--- src/rtl/sync_filter_signals.sv ---
`default_nettype none
// ============================================================================
// Module      : sync_filter_signals
// Description : Multi-channel input conditioner for the video inputs.
//               Each asynchronous bit passes through a SYNC_STAGES-deep
//               synchronizer, a persistence-counter glitch filter and an
//               edge detector producing registered rise/fall strobes.
//               Optional feature macro: SYNC_GLITCH_COUNT_EN adds a
//               saturating 16-bit count of cycles with rejected glitches
//               (ports glitch_clr / glitch_count).
// Revision    : 1.0 - initial release
// ============================================================================
module sync_filter_signals #(
  parameter int               WIDTH         = 4,
  parameter int               SYNC_STAGES   = 2,
  parameter int               FILTER_CYCLES = 3,
  parameter logic [WIDTH-1:0] RESET_VALUE   = '0
) (
  input  logic             clk,
  input  logic             reset_n,
  input  logic [WIDTH-1:0] async_in,
  output logic [WIDTH-1:0] sync_out,
  output logic [WIDTH-1:0] filt_out,
  output logic [WIDTH-1:0] rise_pulse,
  output logic [WIDTH-1:0] fall_pulse
`ifdef SYNC_GLITCH_COUNT_EN
  ,
  input  logic             glitch_clr,
  output logic [15:0]      glitch_count
`endif
);

  localparam int CW = $clog2(FILTER_CYCLES + 1);
  localparam logic [CW-1:0] C_LAST = CW'(FILTER_CYCLES - 1);

  logic [WIDTH-1:0] r_sync [SYNC_STAGES];

`ifdef SYNC_GLITCH_COUNT_EN
  logic [WIDTH-1:0] w_reject;
  logic [15:0]      r_glitch_count;
`endif

  // Synchronizer shift register: stage 0 samples the asynchronous pins
  always_ff @(posedge clk or negedge reset_n) begin
    if (!reset_n) begin
      for (int s = 0; s < SYNC_STAGES; s++) r_sync[s] <= RESET_VALUE;
    end else begin
      r_sync[0] <= async_in;
      for (int s = 1; s < SYNC_STAGES; s++) r_sync[s] <= r_sync[s-1];
    end
  end

  assign sync_out = r_sync[SYNC_STAGES-1];

  generate
    for (genvar i = 0; i < WIDTH; i++) begin : g_ch
      logic [CW-1:0] r_cnt;
      logic          r_filt;
      logic          r_rise;
      logic          r_fall;

      // Persistence filter: accept a new level only after FILTER_CYCLES
      // consecutive disagreeing samples; strobe the direction on acceptance
      always_ff @(posedge clk or negedge reset_n) begin
        if (!reset_n) begin
          r_cnt  <= '0;
          r_filt <= RESET_VALUE[i];
          r_rise <= 1'b0;
          r_fall <= 1'b0;
        end else begin
          r_rise <= 1'b0;
          r_fall <= 1'b0;
          if (sync_out[i] == r_filt) begin
            r_cnt <= '0;
          end else if (r_cnt == C_LAST) begin
            r_cnt  <= '0;
            r_filt <= sync_out[i];
            r_rise <= sync_out[i];
            r_fall <= ~sync_out[i];
          end else begin
            r_cnt <= r_cnt + 1'b1;
          end
        end
      end

      assign filt_out[i]   = r_filt;
      assign rise_pulse[i] = r_rise;
      assign fall_pulse[i] = r_fall;

`ifdef SYNC_GLITCH_COUNT_EN
      // A glitch is rejected when a running count collapses back to agreement
      assign w_reject[i] = (r_cnt != '0) && (sync_out[i] == r_filt);
`endif
    end
  endgenerate

`ifdef SYNC_GLITCH_COUNT_EN
  // Saturating count of cycles containing at least one rejected glitch
  always_ff @(posedge clk or negedge reset_n) begin
    if (!reset_n) begin
      r_glitch_count <= '0;
    end else if (glitch_clr) begin
      r_glitch_count <= '0;
    end else if ((|w_reject) && (r_glitch_count != 16'hFFFF)) begin
      r_glitch_count <= r_glitch_count + 16'd1;
    end
  end

  assign glitch_count = r_glitch_count;
`endif

endmodule
`default_nettype wire

--- config.mk ---
export PLATFORM = sky130hd
export DESIGN_NAME = sync_filter_signals
export DESIGN_NICKNAME = d
export VERILOG_FILES = /design/src/rtl/sync_filter_signals.sv
export SDC_FILE = /design/constraint.sdc
export NUM_CORES = 1
export LEC_CHECK = 0
export CAP_MARGIN = 20
export CORE_UTILIZATION = 35
export DETAILED_ROUTE_END_ITERATION = 7
export SYNTH_ARGS = -nofsm -noshare
export SYNTH_HDL_FRONTEND = slang
export SYNTH_SLANG_ARGS = --single-unit
--- constraint.sdc ---
create_clock -name clk -period 1.05 [get_ports clk]
set_input_delay 0.21 -clock clk [delete_from_list [all_inputs] [get_ports clk]]
set_output_delay 0.21 -clock clk [all_outputs]
set_load 0.02 [all_outputs]
* After elaboration in Yosys (flattened, before gate mapping) *
Index checks and enable logic that the tools add are counted.

operators by class
  bitwise operators = 8
  multiplexer cells = 24
  shift operators = 0
  $lt $le $gt $ge = 0
  add/subtract/negate cells = 4
  reduce and logical (&&, ||, !) cells = 4
  div/mod/pow operators = 0
  eq/ne operators = 8
  $mul = 0

operators by type and width
  cell                 count
  $mux 1               16
  $mux 2               8
  $add 2x1->2 const B  4
  $eq 2x2->1 const B   4
  $not 1->1            8
  $reduce_and 2->1     4
  $eq 1x1->1           4

storage, ports and cells
  output and inout bits = 16
  memory bits (writable) = 0
  latch bits = 0
  register bits = 28
  memories kept = 0
  input bits = 6
  ROM bits = 0
  logic and storage cells = 66

* Longest topological paths before layout *
  depth in word-level cells = 3
  mapped depth = 2
  depth with buffers taken out = 2

* Worst setup path before layout *
Ideal clock, no wire load.

  path kind = register to register
  start point = register g_ch[0].r_cnt[0]
  end point = register g_ch[0].r_filt
  path slack = 0.099 ns
  buffers on the path = 0
  cell stages (with the launch flop) = 3
  arrival time = 0.826 ns
  clock period less this slack = 0.951 ns
  required time = 0.925 ns
  library setup time = 0.125 ns
  cells stage by stage = dfrtp_1 -> nor2b_4 -> mux2_2

between the ends
  longest elaborated chain between the ends = 2

RTL lines
  item                               RTL line  text
  from (decl)                        57        logic [CW-1:0] r_cnt;
  from (signal assigned)             81        r_cnt <= r_cnt + 1'b1;
  $eq 2x2->1                         75        end else if (r_cnt == C_LAST) begin
  $reduce_and 2->1 (no source line)  n/a
  to (signal assigned)               67        r_filt <= RESET_VALUE[i];
  to (signal assigned)               77        r_filt <= sync_out[i];
  to (decl)                          58        logic r_filt;

Every way passes these cells.
A chain may end at the register's enable or synchronous reset.

* Worst setup path in the final report *
  start point = register g_ch[0].r_filt
  end point = output port filt_out[0]

RTL lines
  item       RTL line  text
  to (decl)  23        output logic [WIDTH-1:0] filt_out,

No word-level cell between the ends.

==> out/qor.yml <==
max_freq_mhz: 928.4
startpoint_type: "flip-flop"
firstDrtPassIters: 5
die_w_um: 57.48
htree_levels: 1
core.rowCount: 19
hold_path.class: "in2async"
worstPathRequired_ns: 0.84
violations: "design-rule violations, negative setup slack"
holdWs_ns: 0.2268
cts_tree: "done"
fin_util_pct: 49.18
yosys-top-cells-count: "dfrtp_1, buf_4, and3b_1, nor3b_1"
ant_nets: 0
cap_violations: 0
clk_latency_ns: 0.31
io_pins: 22
powerDensity_mw_per_mm2: 2339
cpMaxStageDelayCell: "dfrtp_1"
wire_per_inst_um: 10.68
drt_wl_total_mm: 1.324
async_flop_share_pct: 100.0
setup_viol: 11
yosysMostFrequentCell: "dfrtp_1"
dieArea_mm2: 0.003304
synthesis.area_mm2: 0.001077
status: "finished, violations left"
vias_per_cell: 4.524
crit_arrival_ns: 0.87
endpoint_kind: "output pin"
synth.ff_latch_count: 28
yosys_most_used_dff: "dfrtp_1"
clockBufferDepth: 2
ys_types: 10
grt-ovfl-total: 0
die_y_um: 57.48
drv_slew: 0
synth_nets: 78
cts.sink_count: 28
path_class: "reg2out"
yosysWarnings: 0
finalClockSkew_ns: 0.007428
max_stage_delay_ns: 0.42
hold_violations: 0
yosysTopAreaCell: "dfrtp_1"
nNetsFinal: 101
syn2layout_area_growth_pct: 29.15
ir_worst_vdd_uv: 1367
synth_top_cell_area_share_pct: 65.04
grtUsageTotal_pct: 10.02
crit_chain: "buf_6"
dp_hpwl_um: 936.1
clk_pin_slew_ns: 0.13
syn_inst: 72
drtIter0Drc: 4
grt_max_degree: 29
avgSynthCellArea_um2: 14.96
critPathMaxFanout: 2
yosysSeqAreaShare_pct: 65.04
path_buf_inv: 1
crit_family: "flip-flops"
fin_ws_ns: -0.02716
synth_edf_count: 0
antenna_found_initial: 0
core-area_mm2: 0.002829
post-route-min-period_ns: 1.077
place_congestion: 0.6809
cts_root_buffer: "clkbuf_4"
numCtsBuffers: 3
grt_pass1_vias: 608
insertedDiodeCount: 0
postCtsHoldBufs: 0
tightest_slew_ns: 0.1987
initial_core_util_pct: 38.08
drc_errors: 2
synthTopCellsByArea: "dfrtp_1, buf_4, and3b_1, nor3b_1, nor2b_4"
layout-drive-gt1-share_pct: 47.31
relSlewSlack_pct: 86.66
rsz0062_at_grt: "yes"
port_buffers: 21
leakage_uw: 0.0006830
n_fill_cell: 264
post-route-period-util_pct: 102.6
grt_pass1_wl_mm: 2.490
num_vias: 561
layout make-up:
| class | instances | area [µm²] | share of cell area (%) |
|---|---|---|---|
| Timing Repair Buffer | 34 | 340.3 | 24.46 |
| Sequential cell | 28 | 700.7 | 50.36 |
| Multi-Input combinational cell | 28 | 289.0 | 20.77 |
| Tap cell | 31 | 38.79 | 2.788 |
| Clock buffer | 3 | 22.52 | 1.619 |
layout by cell type (no fill, tap or decap), drive strengths merged:
cell type / Yosys / routed
and3b: 6 / 6
buf: 16 / 29
clkbuf: 0 / 3
clkdlybuf4s50: 0 / 5
dfrtp: 28 / 28
mux2: 4 / 4
nand2b: 1 / 1
nor2b: 3 / 3
nor3: 4 / 4
nor3b: 6 / 6
xnor2: 4 / 4
layer usage:
| layer | GRT usage, % | part of all wire (%) | up-vias | routed length [µm] |
|---|---|---|---|---|
| met5 | 0 | 0 | - | 0 |
| met4 | 2.091 | 0 | 0 | 0 |
| met3 | 6.349 | 10 | 0 | 139 |
| met2 | 17.28 | 51 | 18 | 673 |
| met1 | 10.25 | 39 | 277 | 511 |
| li1 | - | - | 266 | - |
logic make-up (layout without fill, tap and decap cells):
group | Yosys count | after routing | share of synthesized area (%)
flip-flops | 28 | 28 | 65.04
AND/OR/NAND/NOR | 20 | 20 | 16.03
XOR/XNOR | 4 | 4 | 3.252
buffers and inverters | 16 | 37 | 11.15
multiplexers | 4 | 4 | 4.529
registers in the layout (all words and copies together), names as in the netlist:
signal,cells
g_ch.r_filt,4
sync_out,4
g_ch.r_rise,4
r_sync,4
g_ch.r_cnt,8
g_ch.r_fall,4
timing repair:
item | CTS | global route
gates resized for setup | 96 | 6
setup endpoints to repair | 16 | 21
endpoints found under the hold margin | 0 | 0
pin swaps | 0 | 2
setup buffers | 1 | 4
gates cloned | 0 | 0
power breakdown:
part           switching [µW]  internal, µW  leakage (µW)
Sequential                196          1330      0.000356
Clock                     278           134     0.0000138
Combinational             507           807      0.000313
path summary, 6_finish.rpt:
check / start / endpoint / slack (ns) / cells past startpoint
worst min register to register: r_sync[5] / sync_out[1] / 0.37 / 0
worst max-delay path: g_ch[0].r_filt / filt_out[0] / -0.03 / 1
worst min-delay path: reset_n / g_ch[1].r_rise / 0.23 / 2
max in group asynchronous: reset_n / g_ch[3].r_filt / 0.66 / 2
worst max register to register: g_ch[0].r_cnt[0] / g_ch[0].r_filt / 0.05 / 2
min in group clk: async_in[1] / r_sync[5] / 0.31 / 1
stage by stage:
step	cell area, µm²	setup slack, ns	instances	TNS [ns]	power [µW]
after floorplan	1077	0.09896	72	0	2320
after global placement	1279	-0.1554	116	-1.190	2586
after detailed placement	1279	-0.1660	116	-1.233	2629
after CTS	1329	-0.04212	120	-0.4025	3122
after global routing	1391	-0.09060	124	-0.9934	3476
final	1391	-0.02716	124	-0.1661	3255
(Power assumes the default switching activity.)
==> edit: new RTL, config.mk and constraints unchanged <==
The parameter `WIDTH` goes from 4 to 3.
--- a/src/rtl/sync_filter_signals.sv
+++ b/src/rtl/sync_filter_signals.sv
@@ -12,5 +12,5 @@
 // ============================================================================
 module sync_filter_signals #(
-  parameter int               WIDTH         = 4,
+  parameter int               WIDTH         = 3,
   parameter int               SYNC_STAGES   = 2,
   parameter int               FILTER_CYCLES = 3,
Interface: changed (5 resized); port bits go from 22 to 17. No check against the original RTL was run, so the function may have changed too.
==> edit against the original RTL <==
  * Combinational power down 35%
  * Sequential share of layout area is 1.1 points higher
  * Maximum frequency increased by 1.6%
  * Design area is 27% lower
  * First-iteration DRC count shrank 100%
  * Non-clock buffer count decreased by 11
  * Routed wire length down 29%
  * Setup slack better by 17 ps
  * Via count fell by 26%
  * Sequential cell count is 7 lower
  * Area after synthesis shrank 25%
  * The run ends with negative setup slack left
  * Total power fell by 27%
==> edit: results (changes against the original RTL) <==
routed wire length=946 um (-29%); via/cell ratio=4.26 (-5.9%); Comb. pwr=856 uW (-35%); Clock Skews=12.5 ps (+5.09 ps); status=finished, violations left; CP arrival=850 ps (-20 ps); layout cell share with drive strength beyond 1=0.420 (-0.0528); Final #Nets=75 (-26%); Seq/Total Area, Yosys=0.650 (about the same); Largest register FFs=6 (-2); endpoints failing setup=3 (-8); routability congestion estimate=0.647 (-5.0%); failing checks=negative setup slack; syn_nets=59 (-24%); cts repair resizes=62 (-35%); Final WS setup=-10.5 ps (+16.7 ps); multi-input logic area=193 um2 (-33%); Cells after DPL=93 (-20%); maximum VDD drop=0.840 mV (-39%); iteration-0 DRC count of the detailed router=0 (-4); Layout Cells excl Fill=97 (-22%); max_slew headroom=0.865 (-0.00163); Post-synth top cells=dfrtp_1, buf_4, nor3b_1; vias in the first global route=393 (-35%); placed cell area=978 um2 (-23%); ranking of synthesized cells by area=dfrtp_1, buf_4, nor3b_1; Leak=0.000489 uW (-28%)
==> edit: cell count changes after synthesis, sizes merged <==
cell	delta
nor3b	-1
buf	-4
nor2b	-1
dfrtp	-7
xnor2	-1
nor3	-1
mux2	-1
and3b	-2
==> edit: path summary, 6_finish.rpt <==
| kind | startpoint | to | slack [ps] |
|---|---|---|---|
| setup reg to reg | g_ch[1].r_cnt[0]$_DFF_PN0_ | g_ch[1].r_filt$_DFFE_PN0P_ | 50 |
| max in group asynchronous | reset_n | g_ch[0].r_filt$_DFFE_PN0P_ | 670 |
| hold reg to reg | r_sync[4]$_DFF_PN0_ | sync_out[1]$_DFF_PN0_ | 360 |
| hold / removal | reset_n | sync_out[2]$_DFF_PN0_ | 240 |
| min in group clk | async_in[2] | r_sync[5]$_DFF_PN0_ | 330 |
| setup / recovery | sync_out[2]$_DFF_PN0_ | sync_out[2] | -10 |
==> edit: through the flow <==
stage,setup TNS (ps),setup slack [ps]
floorplan,0,98.4
finish,-18.9,-10.5
global placement,-770,-86.0
detailed placement,-836,-96.5
CTS,-86.4,-29.8
global route,-337,-49.9
==> edit: final cells by class <==
cell class,instances,area share
Multi-Input combinational cell,21,0.189
Clock buffer,3,0.0221
Clock inverter,1,0.00490
Timing Repair Buffer,23,0.235
Tap cell,28,0.0343
Sequential cell,21,0.515
==> edit: logic make-up after synthesis <==
logic type,Yosys count,synth area share
flip-flops,21,0.650
XOR/XNOR,3,0.0325
AND/OR/NAND/NOR,15,0.159
buffers and inverters,12,0.111
multiplexers,3,0.0464
==> edit: routing by layer <==
layer  vias to the layer above  global-route usage  share of wire
li1                        199                   -              -
met1                       200               0.103           0.43
met2                        10               0.147           0.51
met3                         4             0.00926          0.027
met4                         0               0.100          0.037
met5                         -                   0              0
